[src/rtl/bptt_history_if.sv]
// rtl/bptt_history_if.sv - record capture/replay bus for the BPTT timestep history buffer
interface bptt_history_if #(
    parameter int WIDTH          = 32,
    parameter int NUM_LSTM       = 1,
    parameter int NUM_ITERATIONS = 8
);
    localparam int DW = NUM_LSTM * WIDTH;
    localparam int SW = (NUM_ITERATIONS > 1) ? $clog2(NUM_ITERATIONS) : 1;

    logic          i_start;
    logic          i_wr_en;
    logic          i_rd_en;
    logic [DW-1:0] i_a, i_i, i_f, i_o, i_c, i_h;
    logic [DW-1:0] o_a, o_i, o_f, o_o, o_c, o_h;
    logic [DW-1:0] o_c_prev;
    logic [SW-1:0] o_step;
    logic          o_valid;
    logic          o_full;
    logic          o_empty;

    modport master (
        output i_start, i_wr_en, i_rd_en,
        output i_a, i_i, i_f, i_o, i_c, i_h,
        input  o_a, o_i, o_f, o_o, o_c, o_h, o_c_prev, o_step,
        input  o_valid, o_full, o_empty
    );

    modport slave (
        input  i_start, i_wr_en, i_rd_en,
        input  i_a, i_i, i_f, i_o, i_c, i_h,
        output o_a, o_i, o_f, o_o, o_c, o_h, o_c_prev, o_step,
        output o_valid, o_full, o_empty
    );
endinterface

[src/rtl/bptt_history.sv]
// rtl/bptt_history.sv - LSTM timestep history: fill forward, replay in reverse with c(t-1)
module bptt_history #(
    parameter int WIDTH          = 32,
    parameter int NUM_LSTM       = 1,
    parameter int NUM_ITERATIONS = 8
) (
    input logic           clk,
    input logic           rst,
    bptt_history_if.slave bus
);
    localparam int DW  = NUM_LSTM * WIDTH;
    localparam int REC = 6 * DW;
    localparam int CW  = $clog2(NUM_ITERATIONS + 1);
    localparam int SW  = (NUM_ITERATIONS > 1) ? $clog2(NUM_ITERATIONS) : 1;
    localparam logic [CW-1:0] LAST = CW'(NUM_ITERATIONS - 1);
    localparam logic [CW-1:0] FULL = CW'(NUM_ITERATIONS);

    typedef enum logic {FILL, DRAIN} state_t;

    state_t          state_q, state_d;
    logic [CW-1:0]   count_q, count_d;
    logic            do_wr, do_rd;
    logic [REC-1:0]  mem [NUM_ITERATIONS];
    logic [CW-1:0]   top_idx, prev_idx;
    logic [REC-1:0]  rd_rec, prev_rec;

    always_ff @(posedge clk or negedge rst) begin
        if (!rst) begin
            state_q <= FILL;
            count_q <= '0;
        end else begin
            state_q <= state_d;
            count_q <= count_d;
        end
    end

    // i_start overrides both strobes; each state honours only its own strobe
    always_comb begin
        state_d = state_q;
        count_d = count_q;
        do_wr   = 1'b0;
        do_rd   = 1'b0;
        if (bus.i_start) begin
            state_d = FILL;
            count_d = '0;
        end else begin
            case (state_q)
                FILL: begin
                    if (bus.i_wr_en) begin
                        do_wr   = 1'b1;
                        count_d = count_q + CW'(1);
                        if (count_q == LAST) state_d = DRAIN;
                    end
                end
                DRAIN: begin
                    if (bus.i_rd_en && count_q != '0) begin
                        do_rd   = 1'b1;
                        count_d = count_q - CW'(1);
                        if (count_q == CW'(1)) state_d = FILL;
                    end
                end
                default: state_d = FILL;
            endcase
        end
    end

    // Record layout {a,i,f,o,c,h}, h in the low word; storage is intentionally not reset
    always_ff @(posedge clk) begin
        if (do_wr)
            mem[count_q[SW-1:0]] <= {bus.i_a, bus.i_i, bus.i_f, bus.i_o, bus.i_c, bus.i_h};
    end

    assign top_idx  = count_q - CW'(1);
    assign prev_idx = count_q - CW'(2);
    assign rd_rec   = mem[top_idx[SW-1:0]];
    assign prev_rec = mem[prev_idx[SW-1:0]];

    always_ff @(posedge clk or negedge rst) begin
        if (!rst) begin
            bus.o_valid  <= 1'b0;
            bus.o_a      <= '0;
            bus.o_i      <= '0;
            bus.o_f      <= '0;
            bus.o_o      <= '0;
            bus.o_c      <= '0;
            bus.o_h      <= '0;
            bus.o_c_prev <= '0;
            bus.o_step   <= '0;
        end else begin
            bus.o_valid <= do_rd;
            if (do_rd) begin
                bus.o_a      <= rd_rec[6*DW-1 -: DW];
                bus.o_i      <= rd_rec[5*DW-1 -: DW];
                bus.o_f      <= rd_rec[4*DW-1 -: DW];
                bus.o_o      <= rd_rec[3*DW-1 -: DW];
                bus.o_c      <= rd_rec[2*DW-1 -: DW];
                bus.o_h      <= rd_rec[DW-1:0];
                // timestep 0 has no predecessor, so its c(t-1) is zero
                bus.o_c_prev <= (count_q == CW'(1)) ? '0 : prev_rec[2*DW-1 -: DW];
                bus.o_step   <= top_idx[SW-1:0];
            end
        end
    end

    assign bus.o_full  = (state_q == DRAIN) && (count_q == FULL);
    assign bus.o_empty = (count_q == '0);
endmodule

[src/flat_wrapper.sv]
// flat-port wrapper written by rule: the top's interface ports become plain ports
module bptt_history_flat 
#(
    parameter int WIDTH          = 32,
    parameter int NUM_LSTM       = 1,
    parameter int NUM_ITERATIONS = 8
)
  (clk, rst, bus_i_start, bus_i_wr_en, bus_i_rd_en, bus_i_a, bus_i_i, bus_i_f, bus_i_o, bus_i_c, bus_i_h, bus_o_a, bus_o_i, bus_o_f, bus_o_o, bus_o_c, bus_o_h, bus_o_c_prev, bus_o_step, bus_o_valid, bus_o_full, bus_o_empty);
  bptt_history_if #(.WIDTH(WIDTH), .NUM_LSTM(NUM_LSTM), .NUM_ITERATIONS(NUM_ITERATIONS)) bus_i ();
  input logic clk;
  input logic rst;
  input wire logic [$bits(bus_i.i_start)-1:0] bus_i_start;
  input wire logic [$bits(bus_i.i_wr_en)-1:0] bus_i_wr_en;
  input wire logic [$bits(bus_i.i_rd_en)-1:0] bus_i_rd_en;
  input wire logic [$bits(bus_i.i_a)-1:0] bus_i_a;
  input wire logic [$bits(bus_i.i_i)-1:0] bus_i_i;
  input wire logic [$bits(bus_i.i_f)-1:0] bus_i_f;
  input wire logic [$bits(bus_i.i_o)-1:0] bus_i_o;
  input wire logic [$bits(bus_i.i_c)-1:0] bus_i_c;
  input wire logic [$bits(bus_i.i_h)-1:0] bus_i_h;
  output wire logic [$bits(bus_i.o_a)-1:0] bus_o_a;
  output wire logic [$bits(bus_i.o_i)-1:0] bus_o_i;
  output wire logic [$bits(bus_i.o_f)-1:0] bus_o_f;
  output wire logic [$bits(bus_i.o_o)-1:0] bus_o_o;
  output wire logic [$bits(bus_i.o_c)-1:0] bus_o_c;
  output wire logic [$bits(bus_i.o_h)-1:0] bus_o_h;
  output wire logic [$bits(bus_i.o_c_prev)-1:0] bus_o_c_prev;
  output wire logic [$bits(bus_i.o_step)-1:0] bus_o_step;
  output wire logic [$bits(bus_i.o_valid)-1:0] bus_o_valid;
  output wire logic [$bits(bus_i.o_full)-1:0] bus_o_full;
  output wire logic [$bits(bus_i.o_empty)-1:0] bus_o_empty;
  assign bus_i.i_start = bus_i_start;
  assign bus_i.i_wr_en = bus_i_wr_en;
  assign bus_i.i_rd_en = bus_i_rd_en;
  assign bus_i.i_a = bus_i_a;
  assign bus_i.i_i = bus_i_i;
  assign bus_i.i_f = bus_i_f;
  assign bus_i.i_o = bus_i_o;
  assign bus_i.i_c = bus_i_c;
  assign bus_i.i_h = bus_i_h;
  assign bus_o_a = bus_i.o_a;
  assign bus_o_i = bus_i.o_i;
  assign bus_o_f = bus_i.o_f;
  assign bus_o_o = bus_i.o_o;
  assign bus_o_c = bus_i.o_c;
  assign bus_o_h = bus_i.o_h;
  assign bus_o_c_prev = bus_i.o_c_prev;
  assign bus_o_step = bus_i.o_step;
  assign bus_o_valid = bus_i.o_valid;
  assign bus_o_full = bus_i.o_full;
  assign bus_o_empty = bus_i.o_empty;
  bptt_history #(.WIDTH(WIDTH), .NUM_LSTM(NUM_LSTM), .NUM_ITERATIONS(NUM_ITERATIONS)) u_core (.clk(clk), .rst(rst), .bus(bus_i));
endmodule
[config.mk]
export PLATFORM = sky130hd
export DESIGN_NAME = bptt_history_flat
export DESIGN_NICKNAME = d
export VERILOG_FILES = /design/src/rtl/bptt_history_if.sv /design/src/rtl/bptt_history.sv /design/src/flat_wrapper.sv
export SDC_FILE = /design/constraint.sdc
export NUM_CORES = 2
export LEC_CHECK = 0
export ABC_AREA = 1
export CAP_MARGIN = 20
export CORE_MARGIN = 3
export CORE_UTILIZATION = 35
export CTS_CLUSTER_DIAMETER = 80
export DETAILED_ROUTE_END_ITERATION = 8
export DONT_BUFFER_PORTS = 1
export HOLD_SLACK_MARGIN = 0.05
export SYNTH_ARGS = -nofsm -noshare
export SYNTH_HDL_FRONTEND = slang
export SYNTH_SLANG_ARGS = --single-unit
export TNS_END_PERCENT = 30
[constraint.sdc]
create_clock -name clk -period 17.46 [get_ports clk]
set_input_delay 3.492 -clock clk [delete_from_list [all_inputs] [get_ports clk]]
set_output_delay 3.492 -clock clk [all_outputs]
set_load 0.03 [all_outputs]
======== After elaboration in Yosys (flattened, before gate mapping) ========
Memory sizes are Yosys's and may differ from the RTL's. A register that Yosys moved wholly into a read port is not among the register bits.
Index checks and enable logic that the tools add are counted.
storage, ports and cells
  register bits after elaboration ......... 41
  RAM bits ................................ 1536
  input port bits ......................... 197
  output and inout port bits .............. 230
  memories kept ........................... 1
memories
  memory      words  bits a word  read ports  clocked after Yosys merged registers in  write ports  line                RTL
  u_core.mem  8      192          2           1                                        1            bptt_history.sv:23  logic [REC-1:0] mem [NUM_ITERATIONS];
operators by class
  add/sub/neg operators ................... 3
  eq/ne operators ......................... 5
  mux-type cells .......................... 19
  bitwise operators ....................... 1
  reduce and logical (&&, ||, !) cells .... 6
operators with widths
  kind                                               count
  2-to-1 mux 32 bit                                  1
  2-to-1 mux 1 bit                                   13
  2-to-1 mux 4 bit                                   3
  one-hot mux 4 bit (2 select lines)                 1
  != test 3 bit (second input constant)              2
  adder 4 x 1 -> 4 bit (second input constant)       1
  == test 4 x 1 -> 1 bit (second input constant)     1
  == test 4 x 3 -> 1 bit (second input constant)     1
  == test 4 bit (second input constant)              1
  logical NOT 4 bit                                  1
  nonzero test 4 bit                                 1
  subtractor 4 x 1 -> 4 bit (second input constant)  1
  subtractor 3 x 2 -> 3 bit (second input constant)  1
  logical AND 1 bit                                  2
  one-hot mux 1 bit (2 select lines)                 1
  AND reduction 2 bit                                1
  logical NOT 1 bit                                  1
  inverter 1 bit                                     1

======== Logic depth before layout (Yosys ltp) ========
  depth after elaboration ................. 5
  mapped depth ............................ 15
  depth with buffers taken out ............ 9

======== Worst setup path before layout ========
No wires, ideal clock.
  kind .................................... input -> register
  start point ............................. input bus_i_wr_en
  end point ............................... memory u_core.mem[2][0] (netlist bit) (enable)
  library setup time ...................... 0.979 ns
  arrival ................................. 16.673 ns
  required time ........................... 16.481 ns
  slack ................................... -0.192 ns
  stages on the path ...................... 4
  buffers on the path ..................... 0
  cells stage by stage .................... nand2_1 -> nor2_1 -> inv_1 -> nor3_1
on the way
  cells in the longest elaborated chain, start to end .. 5
ends and longest elaborated chain
  element                                 line                RTL
  start, declared                         flat_wrapper.sv:13  input wire logic [$bits(bus_i.i_wr_en)-1:0] bus_i_wr_en;
  2-to-1 mux 1 bit                        bptt_history.sv:49  if (bus.i_wr_en) begin
  2-to-1 mux 1 bit                        bptt_history.sv:47  case (state_q)
  2-to-1 mux 1 bit                        bptt_history.sv:43  if (bus.i_start) begin
  2-to-1 mux 1 bit                        bptt_history.sv:69  if (do_wr)
  2-to-1 mux 1 bit (implied by the code)  bptt_history.sv:70  mem[count_q[SW-1:0]] <= {bus.i_a, bus.i_i, bus.i_f, bus.i_o, bus.i_c, bus.i_h};
  end, declared                           bptt_history.sv:23
No other way between the ends.

======== Final worst setup path ========
  start point ............................. register u_core.count_q[0]
  end point ............................... output bus_o_full
on the way
  cells in the longest elaborated chain, start to end .. 2
ends and longest elaborated chain
  element                 line                 RTL
  start, declared         bptt_history.sv:21   logic [CW-1:0] count_q, count_d;
  start signal, assigned  bptt_history.sv:33   count_q <= count_d;
  == test 4 bit           bptt_history.sv:105  assign bus.o_full = (state_q == DRAIN) && (count_q == FULL);
  logical AND 1 bit       bptt_history.sv:105
  end, declared           flat_wrapper.sv:30   output wire logic [$bits(bus_i.o_full)-1:0] bus_o_full;
No other way between the ends.

==> tab_implementation.tex <==
\begin{tabular}{lr}
\hline
Metric & Value \\
\hline
\multicolumn{2}{l}{\textbf{Critical path}} \\
\quad Type of origin of the critical path & register \\
\quad Critical-path cell with the highest stage delay & sky130\_fd\_sc\_hd\_\_dfrtp\_4 \\
\quad Setup slack, reg-to-reg & 11.59 ns \\
\quad Delay of the slowest cell on the worst path & 0.78 ns \\
\quad Maximum fanout along the worst path & 120 \\
\quad Launch point of the critical path & u\_core.count\_q[0]\$\_DFFE\_PN0P\_ \\
\quad Type of destination of the critical path & output port \\
\quad CP Class & reg2out \\
\quad CP Data Required Time & 13.97 ns \\
\quad Crit Reg-Reg Startpoint & u\_core.count\_q[0]\$\_DFFE\_PN0P\_ \\
\quad WP data arrival & 3.26 ns \\
\quad List of cells traversed by the critical path & inv\_8 -> ha\_4 -> nand3\_1 -> nor2\_1 \\
\multicolumn{2}{l}{\textbf{Floorplanning}} \\
\quad Number of placement rows & 169 \\
\quad Placeable core area & 213,000 um\^{}2 \\
\quad Die Footprint & 222,000 um\^{}2 \\
\quad Number of ports placed on the die boundary & 427 \\
\quad Initial Utilization & 35.4\% \\
\quad Chip Height & 471 um \\
\quad Width of the die & 471 um \\
\multicolumn{2}{l}{\textbf{Drt}} \\
\quad Via/cell ratio & 4.87 \\
\quad Detail-routed net length per standard cell & 19.3 um \\
\quad Final wirelength & 199,000 um \\
\quad Number of iterations in the first detailed-routing pass & 9 \\
\quad Vias & 50,100 \\
\quad Antenna-violating nets left & 0 \\
\quad Drt first-iter violations & 4,104 \\
\quad Total DRC errors in the routed layout & 0 \\
\multicolumn{2}{l}{\textbf{Timing}} \\
\quad Tightest Pin Transition & 1.19 ns \\
\quad Worst-case headroom to the max-slew limit & 20.7\% \\
\quad Number of setup violations in the final report & 0 \\
\quad Final period demand of the worst path & 6.75 ns \\
\quad Max Slew Vio Count & 0 \\
\quad Endpoints failing hold & 0 \\
\quad Final critical-path share of the clock period & 38.7\% \\
\quad Unrepaired setup endpoints after global routing & no \\
\quad Worst hold margin & 0.608 ns \\
\quad Final setup skew & 0.0676 ns \\
\quad Maximum operating frequency & 148 MHz \\
\multicolumn{2}{l}{\textbf{Placed design}} \\
\quad \# port buffers & 0 \\
\quad Routability-driven placement congestion ratio & 0.783 \\
\quad Cell area reported after detailed placement & 77,900 um\^{}2 \\
\quad Detailed-placement wirelength estimate & 103,000 um \\
\quad Placed cell count & 9,932 \\
\multicolumn{2}{l}{\textbf{Synthesis}} \\
\quad Top post-synthesis cells by area & sky130\_fd\_sc\_hd\_\_edfxtp\_1 (61\%), sky130\_fd\_sc\_hd\_\_nand2\_1 (13\%), sky130\_fd\_sc\_hd\_\_nand3\_1 (9.4\%) \\
\quad Number of warnings reported in the yosys synthesis log & 0 \\
\quad Synth top area share & 61.0\% \\
\quad Distinct cell type count of the synthesized netlist & 20 \\
\quad Synthesized net count & 7,643 \\
\quad Post-Syn Area per Cell & 10.2 um\^{}2 \\
\quad Sequential-to-total area share from yosys stat & 68.8\% \\
\quad Leading area contributor after synthesis & sky130\_fd\_sc\_hd\_\_edfxtp\_1 \\
\quad Flip-flop and latch count after synthesis & 1,769 \\
\quad Area of the mapped netlist & 75,600 um\^{}2 \\
\quad Number of instances in the synthesized netlist & 7,438 \\
\multicolumn{2}{l}{\textbf{Power and ir drop}} \\
\quad Total net switching power & 2920 uW \\
\quad Switching power as a share of total power & 28.2\% \\
\quad PwrDens & 123 nW/um\^{}2 \\
\quad Worst vdd rail ir drop & 0.000119 V \\
\quad Clk network pwr share & 38.9\% \\
\quad Post-route total power & 10,300 uW \\
\quad Internal power of the cells & 7430 uW \\
\quad Seq pwr share & 47.6\% \\
\quad Leak & 0.0364 uW \\
\quad Relative contribution of combinational cells to total power & 13.5\% \\
\multicolumn{2}{l}{\textbf{Outcome}} \\
\quad Run status & complete, no violations \\
\multicolumn{2}{l}{\textbf{Finish}} \\
\quad Nets & 7,508 \\
\quad Layout Cells excl Fill & 10,300 \\
\quad End-of-flow core utilization & 39.5\% \\
\quad Layout overhead on the synthesized area & 11.6\% \\
\quad Post-route cell area & 84,300 um\^{}2 \\
\quad Fraction of final layout cells sized beyond drive strength 1 & 5.09\% \\
\multicolumn{2}{l}{\textbf{Worst hold path}} \\
\quad Hold Startpoint & u\_core.mem[5][28]\$\_DFFE\_PP\_ \\
\quad Min-Delay Path Class & reg2reg \\
\multicolumn{2}{l}{\textbf{Clock tree}} \\
\quad H-tree depth reported by CTS & 4 \\
\quad Number of setup buffers added after CTS & 0 \\
\quad Clock slew at the register clock pins of the worst setup and hold paths & 0.06 ns \\
\quad Hold-fix buffers at CTS & 0 \\
\quad Max Buffers Root-to-Sink & 3 \\
\quad Num CTS Buffers & 190 \\
\quad Post\_cts resized & 0 \\
\quad Clock root cell & sky130\_fd\_sc\_hd\_\_clkbuf\_16 \\
\quad Clock tree from TritonCTS & done \\
\quad Sink Count & 1,769 \\
\quad Source-to-sink clock delay at the later pin of the worst-skew pair & 0.86 ns \\
\multicolumn{2}{l}{\textbf{Global route}} \\
\quad Gr ovfl total & 0 \\
\quad Number of global-route vias before repair & 49,100 \\
\quad Wire length of the first global-routing pass & 303,000 um \\
\quad Pin count of the biggest net entering global routing & 234 \\
\quad Initial antenna violation count & 3 \\
\quad GRT Overall Usage & 17.7\% \\
\multicolumn{2}{l}{\textbf{Flow run}} \\
\quad Max-cap viol count & 0 \\
\hline
\end{tabular}
worst max-delay path: cells and delay by family, from the launching register on:
kind                     cells  cell delay (ns)
AND/OR/NAND/NOR              2             0.68
flip-flops                   1             0.78
adder cells (fa/ha/maj)      1             0.23
buffers and inverters        1             0.60
registers in the layout (all words and copies together) (netlist names):
signal,flops
u_core.mem,1536
u_core.bus.o_a,32
u_core.bus.o_c,32
u_core.bus.o_c_prev,32
u_core.bus.o_f,32
u_core.bus.o_h,32
u_core.bus.o_i,32
u_core.bus.o_o,32
u_core.count_q,4
u_core.bus.o_step,3
u_core.bus.o_valid,1
u_core.state_q,1
final cells by class:
class,count,area (um^2)
Fill cell,20300,129000
Timing Repair Buffer,71,658
Sequential cell,1769,52000
Multi-Input combinational cell,4037,17100
Clock inverter,107,1160
Clock buffer,249,5210
Inverter,1234,4660
Antenna cell,1,2.50
Tap cell,2821,3530
through the flow:
stage,setup TNS (ns),worst slack [ns]
after CTS,0,10.62
after global placement,0,11.13
after global routing,0,10.55
after detailed placement,0,11.13
after floorplan,-73.67,-0.192
final,0,10.71
cell usage after synthesis:
library cell / count
sky130_fd_sc_hd__nand2_1: 2586
sky130_fd_sc_hd__edfxtp_1: 1536
sky130_fd_sc_hd__nand3_1: 1417
sky130_fd_sc_hd__inv_1: 1229
sky130_fd_sc_hd__buf_2: 288
sky130_fd_sc_hd__dfrtp_1: 233
sky130_fd_sc_hd__clkbuf_1: 62
sky130_fd_sc_hd__buf_4: 25
sky130_fd_sc_hd__buf_1: 23
sky130_fd_sc_hd__nor2_1: 10
sky130_fd_sc_hd__ha_1: 8
sky130_fd_sc_hd__o21ai_0: 7
sky130_fd_sc_hd__inv_2: 4
sky130_fd_sc_hd__a21oi_1: 2
sky130_fd_sc_hd__nand4_1: 2
sky130_fd_sc_hd__nor3_1: 2
sky130_fd_sc_hd__clkinv_1: 1
sky130_fd_sc_hd__nand3_2: 1
sky130_fd_sc_hd__nor2_2: 1
sky130_fd_sc_hd__xor2_1: 1
metal layers:
| metal | vias to the layer above | global-route usage, % | wire length (um) |
|---|---|---|---|
| met5 | - | 0 | 0 |
| met4 | 0 | 5.51 | 5090 |
| met3 | 374 | 5.19 | 17800 |
| met2 | 1795 | 29.5 | 94300 |
| met1 | 24300 | 22.1 | 81700 |
| li1 | 23700 | - | - |
cell families after synthesis:
group	after synthesis	synth area share, %
adder cells (fa/ha/maj)	8	0.132
AO/OA/AOI/OAI	9	0.0596
buffers and inverters	1632	8.71
AND/OR/NAND/NOR	4019	22.3
flip-flops	1769	68.8
XOR/XNOR	1	0.0116
final timing paths:
kind | to | cells after the start
setup reg to reg | u_core.bus.o_o[31]$_DFFE_PN0P_ | 10
min in group asynchronous | u_core.bus.o_h[29]$_DFFE_PN0P_ | 0
hold / removal | u_core.bus.o_h[28]$_DFFE_PN0P_ | 6
setup / recovery | bus_o_full | 4
hold reg to reg | u_core.bus.o_h[28]$_DFFE_PN0P_ | 6
max in group asynchronous | u_core.bus.o_a[9]$_DFFE_PN0P_ | 0
power groups by stage:
stage | clock [uW] | sequential (uW) | combinational, uW
2_1_floorplan | 0 | 4990 | 1010
3_3_place_gp | 0 | 5010 | 1380
3_5_place_dp | 0 | 5010 | 1400
4_1_cts | 4110 | 4930 | 1400
5_1_grt | 4280 | 4930 | 1550
6_report | 4030 | 4920 | 1400
cells in the final DEF, fill, tap and decap left out, drive strengths merged, types with 6 or more instances in the layout:
cell type	instances
inv	1243
dfrtp	233
nor2	11
ha	8
nand2	2586
clkinv	80
nand3	1418
clkinvlp	6
clkbuf	249
bufinv	12
buf	71
edfxtp	1536
o21ai	7
No activity file was read; power rests on OpenSTA's default activity.
